$ cat config.mk
export PLATFORM = sky130hd
export DESIGN_NAME = sig_product_resolver
export DESIGN_NICKNAME = d
export VERILOG_FILES = /design/src/rtl/sig_product_resolver_pkg.sv /design/src/rtl/sig_norm_round_prep.sv /design/src/rtl/sig_product_resolver.sv
export SDC_FILE = /design/constraint.sdc
export NUM_CORES = 1
export LEC_CHECK = 0
export ABC_AREA = 0
export CORE_MARGIN = 5
export CORE_UTILIZATION = 35
export CTS_BUF_LIST = sky130_fd_sc_hd__clkbuf_16
export CTS_CLUSTER_SIZE = 25
export DETAILED_ROUTE_END_ITERATION = 10
export SETUP_SLACK_MARGIN = 0.2
export SLEW_MARGIN = 40
export SYNTH_ARGS = -nofsm -noshare
export SYNTH_HDL_FRONTEND = slang
export SYNTH_SLANG_ARGS = --single-unit
$ cat constraint.sdc
create_clock -name clk -period 4.9 [get_ports clk]
set_input_delay 0.735 -clock clk [delete_from_list [all_inputs] [get_ports clk]]
set_output_delay 0.735 -clock clk [all_outputs]
set_load 0.02 [all_outputs]
$ cat src/rtl/sig_product_resolver_pkg.sv
// Shared widths for the significand product resolver.
// IW/PW follow from SIG_WIDTH; SPLIT sets the carry-propagate adder split.
package sig_product_resolver_pkg;

    localparam int SIG_WIDTH = 52;
    localparam int PW        = 2 * (SIG_WIDTH + 1);
    localparam int IW        = PW + 5;
    localparam int SPLIT     = 56;
    localparam int HW        = PW - SPLIT;

endpackage

$ cat src/rtl/sig_norm_round_prep.sv
// Normalizes a resolved significand product into mant/guard/sticky,
// the exponent-increment flag and the zero flag. Purely combinational.
module sig_norm_round_prep
    import sig_product_resolver_pkg::*;
(
    input  logic [PW-1:0]      i_prod,
    output logic [SIG_WIDTH:0] o_mant,
    output logic               o_guard,
    output logic               o_sticky,
    output logic               o_exp_inc,
    output logic               o_zero
);

    logic w_zero;

    assign w_zero = (i_prod == '0);

    always_comb begin
        o_mant    = '0;
        o_guard   = 1'b0;
        o_sticky  = 1'b0;
        o_exp_inc = 1'b0;
        o_zero    = w_zero;
        if (!w_zero) begin
            // Product in [2,4): keep the top bit as the integer bit.
            if (i_prod[PW-1]) begin
                o_exp_inc = 1'b1;
                o_mant    = i_prod[PW-1:PW-SIG_WIDTH-1];
                o_guard   = i_prod[PW-SIG_WIDTH-2];
                o_sticky  = |i_prod[PW-SIG_WIDTH-3:0];
            end else begin
                o_mant    = i_prod[PW-2:PW-SIG_WIDTH-2];
                o_guard   = i_prod[PW-SIG_WIDTH-3];
                o_sticky  = |i_prod[PW-SIG_WIDTH-4:0];
            end
        end
    end

endmodule

$ cat src/rtl/sig_product_resolver.sv
// Resolves the multiplier sum/carry pair with a 2-stage split adder,
// normalizes the product and carries a sideband tag, valid/ready both sides.
module sig_product_resolver
    import sig_product_resolver_pkg::*;
#(
    parameter int TAG_WIDTH = 16
) (
    input  logic                 clk,
    input  logic                 rst,
    input  logic                 in_valid,
    output logic                 in_ready,
    input  logic [IW-1:0]        sum,
    input  logic [IW-1:0]        carry,
    input  logic [TAG_WIDTH-1:0] in_tag,
    output logic                 out_valid,
    input  logic                 out_ready,
    output logic [SIG_WIDTH:0]   mant,
    output logic                 guard,
    output logic                 sticky,
    output logic                 exp_inc,
    output logic                 zero,
    output logic [TAG_WIDTH-1:0] out_tag
);

    logic                 r_v1;
    logic [SPLIT-1:0]     r_lo;
    logic                 r_c1;
    logic [HW-1:0]        r_sum_hi;
    logic [HW-1:0]        r_carry_hi;
    logic [TAG_WIDTH-1:0] r_tag1;

    logic                 r_v2;
    logic [SIG_WIDTH:0]   r_mant;
    logic                 r_guard;
    logic                 r_sticky;
    logic                 r_exp_inc;
    logic                 r_zero;
    logic [TAG_WIDTH-1:0] r_tag2;

    logic                 w_en1;
    logic                 w_en2;
    logic [SPLIT:0]       w_lo;
    logic [HW-1:0]        w_hi;
    logic [PW-1:0]        w_prod;
    logic [SIG_WIDTH:0]   w_mant;
    logic                 w_guard;
    logic                 w_sticky;
    logic                 w_exp_inc;
    logic                 w_zero;
    logic                 w_unused_residue;

    assign w_en2    = !r_v2 | out_ready;
    assign w_en1    = !r_v1 | w_en2;
    assign in_ready = w_en1;

    // Bits above the product are sign/wrap residue and never matter.
    assign w_unused_residue = ^{sum[IW-1:PW], carry[IW-1:PW]};

    assign w_lo = {1'b0, sum[SPLIT-1:0]} + {1'b0, carry[SPLIT-1:0]};

    always_ff @(posedge clk) begin
        if (rst) begin
            r_v1       <= 1'b0;
            r_lo       <= '0;
            r_c1       <= 1'b0;
            r_sum_hi   <= '0;
            r_carry_hi <= '0;
            r_tag1     <= '0;
        end else if (w_en1) begin
            r_v1       <= in_valid;
            r_lo       <= w_lo[SPLIT-1:0];
            r_c1       <= w_lo[SPLIT];
            r_sum_hi   <= sum[PW-1:SPLIT];
            r_carry_hi <= carry[PW-1:SPLIT];
            r_tag1     <= in_tag;
        end
    end

    assign w_hi   = r_sum_hi + r_carry_hi + HW'(r_c1);
    assign w_prod = {w_hi, r_lo};

    sig_norm_round_prep u_norm (
        .i_prod    (w_prod),
        .o_mant    (w_mant),
        .o_guard   (w_guard),
        .o_sticky  (w_sticky),
        .o_exp_inc (w_exp_inc),
        .o_zero    (w_zero)
    );

    always_ff @(posedge clk) begin
        if (rst) begin
            r_v2      <= 1'b0;
            r_mant    <= '0;
            r_guard   <= 1'b0;
            r_sticky  <= 1'b0;
            r_exp_inc <= 1'b0;
            r_zero    <= 1'b0;
            r_tag2    <= '0;
        end else if (w_en2) begin
            r_v2      <= r_v1;
            r_mant    <= w_mant;
            r_guard   <= w_guard;
            r_sticky  <= w_sticky;
            r_exp_inc <= w_exp_inc;
            r_zero    <= w_zero;
            r_tag2    <= r_tag1;
        end
    end

    assign out_valid = r_v2;
    assign mant      = r_mant;
    assign guard     = r_guard;
    assign sticky    = r_sticky;
    assign exp_inc   = r_exp_inc;
    assign zero      = r_zero;
    assign out_tag   = r_tag2;

endmodule

==> impl_metrics.csv <==
group,metric,value,unit
cells_and_area,drive_above_1_share,4.83,%
timing,finalHoldViolations,0,
timing,period_share,93.5,%
yosys,syn_area,15300,µm²
die,start_util,35.4,%
power,p_sw_share,31.5,%
global_route,antenna_found_initial,1,
cells_and_area,nNetsFinal,2626,
cts,clk_latency,560,ps
die,fp.dieH,219,µm
yosys,synth_cell_types,71,
cells_and_area,seqCellArea,4960,µm²
die,core-area,43100,µm²
hold_path,hold_class,"reg -> reg",
die,io_pins,317,
place,dpl-instance-area,18900,µm²
power,seqPwrFrac,38.3,%
power,p_total,6.08,mW
power,vdd_ir_drop_max,0.260,mV
yosys,ys_top_cells_by_count,"442 x nand2_1, 286 x a21oi_1, 248 x dfxtp_1, 134 x nor2_1, 115 x clkbuf_1",
global_route,grt_pass1_wl,78700,µm
hold_path,hold_start,"r_tag1[10]$_SDFFE_PP0P_",
route,firstDrtPassIters,5,
route,vias,15200,
setup_path,crit_start,"r_c1$_SDFFE_PP0P_",
power,leakagePower,8.38,nW
yosys,async_flop_share,0,%
route,drt_wl_total,49600,µm
yosys,yosysWarnings,0,
timing,fin_skew,16.6,ps
cells_and_area,stdcell_count,2885,
timing,setup_tns,0,ps
yosys,yosysTopAreaCellShare,32.5,%
timing,setup_viol,0,
global_route,grt_pass1_vias,15200,
yosys,synth.most_common_cell,"nand2_1",
power,power.switching,1.92,mW
power,powerDensity,306,nW/µm²
route,wire_per_inst,17.2,µm
yosys,ys_ff_latch,248,
route,drt.antenna.violating_nets,0,
setup_path,worstPathMaxFanout,6,
yosys,synth.avg_cell_area,7.52,µm²
setup_path,worst_ep_arrival_time,5050,ps
global_route,overflow,0,
setup_path,cp.required,5370,ps
cts,tritoncts,"done",
timing,rsz0062_at_grt,"yes",
setup_path,cp-start-kind,"flop",
route,vias_per_cell,5.28,
cells_and_area,multi_input_area,9750,µm²
cts,h-tree-depth,1,
yosys,synth_top_area_cell,"dfxtp_1",
cts,cts_max_path_buffers,3,
setup_path,r2r-start,"r_c1$_SDFFE_PP0P_",
place,finalWeightedCongestion,0.921,
timing,period_minus_slack,4580,ps
timing,slew_violations,0,
power,pwr-share-comb,28.5,%
yosys,synth_edf_count,0,
yosys,yosysSeqAreaShare,32.5,%
timing,relSlewSlack,53.0,%
place,hpwl,38300,µm
cells_and_area,syn2layout_area_growth,30.4,%
run,max_cap_violations,0,
cts,cts.sinks,248,
cts,hold_buffers,0,
setup_path,cp-end-kind,"flop",
status,status,"finished, final reports clean",
die,die_w,219,µm
route,drtIter0Drc,944,
setup_path,crit_type,"reg -> reg",
die,dieArea,47900,µm²
cells_and_area,fin_area,19900,µm²
timing,tightest_slew,699,ps
place,port_buffers,306,
die,num_rows,76,
power,p_int,4.16,mW
global_route,grt_use_total,19.8,%
route,drc,0,
cts,clk_pin_slew_worst_paths,60,ps
place,post-place-cells,2828,
cells_and_area,nFillCells,4340,
global_route,grt_max_degree,205,
yosys,synth_area_leaders,"dfxtp_1 33%, nand2_1 11%, a21oi_1 9.4%",
cts,cts_buffers,28,
cts,root_buffer,"clkbuf_16",
yosys,syn_inst,2028,
yosys,synth_nets,2377,
power,power_frac_clock,33.2,%
yosys,synth_flop_cell,"dfxtp_1",
timing,timing.hold.ws,450,ps
timing,fmax,0.218,GHz
-- cell families after synthesis --
| family | after synthesis | synth area share (%) |
|---|---|---|
| DFF | 248 | 32.5 |
| AOI/OAI and AO/OA | 618 | 25.1 |
| xor gates and xnor gates | 84 | 4.87 |
| muxes | 33 | 2.16 |
| buffers and inverters | 157 | 3.91 |
| adders and majority gates | 107 | 8.92 |
| and+or+nand+nor | 781 | 22.5 |
-- critical path: stages, from the launching register on --
cell      delay (ps)
dfxtp_1          340
fa_1             480
fa_2             410
a211oi_2         310
o21ai_1          180
a31o_2           320
nor4_1           160
or4_1            190
or4b_1           460
nor4_2           310
nand4_1          190
or4b_1           530
a2111o_1         410
o31ai_2          210
-- cell usage in the layout (no fill, tap or decap), types with 7 or more instances in the layout --
master / instances
a211o_1: 8
a211oi_1: 54
a21o_1: 54
a21oi_1: 286
a311oi_1: 9
a31oi_1: 17
a41oi_1: 7
and2_1: 10
and3_1: 16
buf_4: 28
clkbuf_16: 28
clkdlybuf4s50_1: 305
clkinv_1: 7
clkinv_2: 7
dfxtp_1: 248
ha_1: 104
inv_1: 34
mux2i_1: 33
nand2_1: 442
nand2b_1: 18
nand3_1: 26
nand4_1: 24
nor2_1: 134
nor2b_1: 11
nor3_1: 28
nor4_1: 23
o211ai_1: 13
o21a_1: 14
o21ai_0: 72
o21bai_1: 17
o31ai_1: 11
or2_2: 10
or3_1: 8
xnor2_1: 52
xor2_1: 31
-- routing by layer --
layer / track usage (%) / share of wire (%) / vias to the layer above
met5: 0 / 0.026 / -
met4: 5.07 / 2.7 / 2
met3: 3.59 / 5.9 / 79
met2: 34.1 / 47 / 413
met1: 25.7 / 44 / 7011
li1: - / - / 7723
-- sequential cells by signal, indices dropped and copies added, names as in the netlist --
signal      cells
guard           1
r_c1            1
mant           53
zero            1
r_v1            1
r_lo           56
r_sum_hi       50
out_tag        16
out_valid       1
r_carry_hi     50
exp_inc         1
r_tag1         16
sticky          1
-- what timing repair did --
item / 4_1_cts / 5_1_grt
cloned: 0 / 0
resized for setup: 1 / 4
endpoints found under the setup margin: 1 / 4
buffers inserted: 0 / 2
pin swaps: 0 / 1
-- power by group through the flow --
stage          sequential (mW)  clock [mW]  combinational, mW
2_1_floorplan             2.42           0              0.961
3_3_place_gp              2.37           0               1.71
3_5_place_dp              2.37           0               1.72
4_1_cts                   2.33        2.09               1.73
5_1_grt                   2.35        2.17               1.90
6_report                  2.33        2.02               1.73
-- layout make-up --
type	count	area share [%]
multi-input combinational	1623	49.0
sequential	248	25.0
timing repair buffer	342	17.2
tap	585	3.68
clock buffer	28	3.52
clock inverter	24	0.956
inverter	34	0.654
antenna	1	0.0126
-- stage by stage --
stage               worst slack (ps)  util [%]
finish                           316      46.2
global route                     137      46.2
CTS                              233      46.0
detailed placement               194      43.9
global placement                 234      43.8
floorplan                        784         -
-- path summary, 6_finish.rpt --
check / endpoint / slack, ps / cells after the start
max reg2reg: zero$_SDFFE_PP0P_ / 320 / 13
min: r_tag1[10]$_SDFFE_PP0P_ / 450 / 2
min reg2reg: r_tag1[10]$_SDFFE_PP0P_ / 450 / 2
max: zero$_SDFFE_PP0P_ / 320 / 13
No activity file was read; power rests on OpenSTA's default activity.
==> variant: new RTL, same flow settings <==
Set the parameter `TAG_WIDTH` to 12 (it was 16).
--- a/src/rtl/sig_product_resolver.sv
+++ b/src/rtl/sig_product_resolver.sv
@@ -5,3 +5,3 @@
 #(
-    parameter int TAG_WIDTH = 16
+    parameter int TAG_WIDTH = 12
 ) (
Ports: changed (resized in_tag and out_tag); port bits go from 317 to 309. No check against the original RTL was run, so the function may have changed too.
==> variant against the original RTL <==
  * Sequential cell count down 8
  * Largest power group unchanged
  * Power down 3.6%
  * Count of clock-buffer cells in the layout down 1
  * Synthesized area down 3.3%
  * Utilization down 0.66 points
  * Sequential share of layout area up 0.26 points
  * Worst setup slack better by 0.14 ns
  * Wire length down 3.1%
  * First-iteration DRC count down 15%
  * Non-clock buffer count down 23
  * Design area down 4.2%
==> variant: results (changes against the original RTL) <==
Worst-Skew Late Latency - 0.54 ns (-0.02 ns)
XOR/XNOR Fraction of Synth Area - 5.213% (+0.34 points)
Initial DRC Count - 802 (-15%)
Clock Pin Slew Worst Setup and Hold Paths - 0.06 ns (about the same)
First-pass GRT wire length - 76,820 µm (-2.4%)
# nets final - 2,566 (-2.3%)
DP Cell Count - 2,731 (-3.4%)
Vias in the first global route - 14,640 (-3.6%)
Gate count of the mapped netlist - 1,992 (-1.8%)
Post-synthesis adder-cell area fraction - 9.223% (+0.30 points)
Post-synthesis mux area share - 0.3391% (-1.8 points)
Initial antenna violation count - 6 (+5)
HPWL Detailed - 36,910 µm (-3.5%)
Peak supply drop - 184.9 µV (-29%)
Top cells by area, synth - dfxtp_1 33%, nand2_1 12%, a21oi_1 9.8%
Min Hold Slack - 0.4500 ns (+0.0001180 ns)
M1 WL - 20,770 µm (-5.4%)
Worst Tran Pin Value - 0.8500 ns (+0.1508 ns)
CTS buffer count - 27 (-3.6%)
Worst hold path startpoint - r_lo[25]
WHS Endpoint - r_lo[25]
Pre-CTS WS - 0.3630 ns (+0.1685 ns)
Largest net degree at the start of global routing - 173 (-16%)
DR WL met3 - 2950 µm (+0.92%)
Crit Path Max Fanout - 4 (-2)
PortBufs - 298 (-2.6%)
Pleak - 7.816 nW (-6.7%)
Worst endpoint data arrival time - 4.93 ns (-0.12 ns)
Layout cell share with drive strength beyond 1 - 3.884% (-0.94 points)
Sequential cell area fraction in the yosys report - 32.55% (about the same)
Fin Clk Skew - 0.01354 ns (-0.003099 ns)
Complex-gate fraction of the synthesized area - 25.05% (-0.027 points)
GR Layer Usage met2 - 34.12% (about the same)
Status - completed
Synth unique cells - 77 (+8.5%)
[variant: changes by cell type in the layout (fill, tap and decap cells not counted), moves of 7 or more]
cell	delta
nor2_1	-25
a211oi_1	-23
a21o_1	-13
a31oi_1	+10
mux2i_1	-28
dfxtp_1	-8
buf_4	-13
nand2_1	+49
a311oi_1	+19
clkdlybuf4s50_1	-8
o21ai_0	+15
nand3_1	+9
o21a_1	-7
a211o_1	-7
[variant: power by group]
group | internal [W] | total [W] | switching, W
sequential | 0.00214 | 0.00227 | 0.000129
clock | 0.00115 | 0.00195 | 0.000800
combinational | 0.000745 | 0.00164 | 0.000896
total | 0.00404 | 0.00586 | 0.00182
[variant: worst max path at each step]
stage                 from        to  slack [ns]  cells after the start
floorplan             r_c1      zero        1.17                     13
global placement    sum[0]  r_lo[55]        0.36                     15
detailed placement  sum[0]      r_c1        0.36                     15
CTS                   r_c1      zero        0.43                     13
global route          r_c1      zero        0.32                     13
finish                r_c1      zero        0.45                     13
[variant: area by class of cell]
class | count | area [µm²]
Multi-Input combinational cell | 1603 | 9424
Antenna cell | 1 | 2.502
Tap cell | 539 | 674.4
Sequential cell | 240 | 4805
Inverter | 30 | 117.6
Clock buffer | 27 | 675.6
Fill cell | 4246 | 22810
Clock inverter | 21 | 166.4
Timing Repair Buffer | 319 | 3182
[variant: critical path, cell delays in order, from the launching register on]
cell	delay (ns)
dfxtp_1	0.35
fa_1	0.48
fa_1	0.43
a211oi_1	0.36
o21ai_1	0.21
a31o_1	0.33
o2111a_1	0.32
o21a_1	0.23
or3_1	0.34
a2111oi_1	0.56
and4bb_2	0.30
and4_1	0.17
and4_1	0.18
a32o_1	0.12
[variant: timing repair]
action                                  4_1_cts  5_1_grt
gates resized for setup                       0        1
hold buffers                                  0        0
endpoints found under the setup margin        0        1
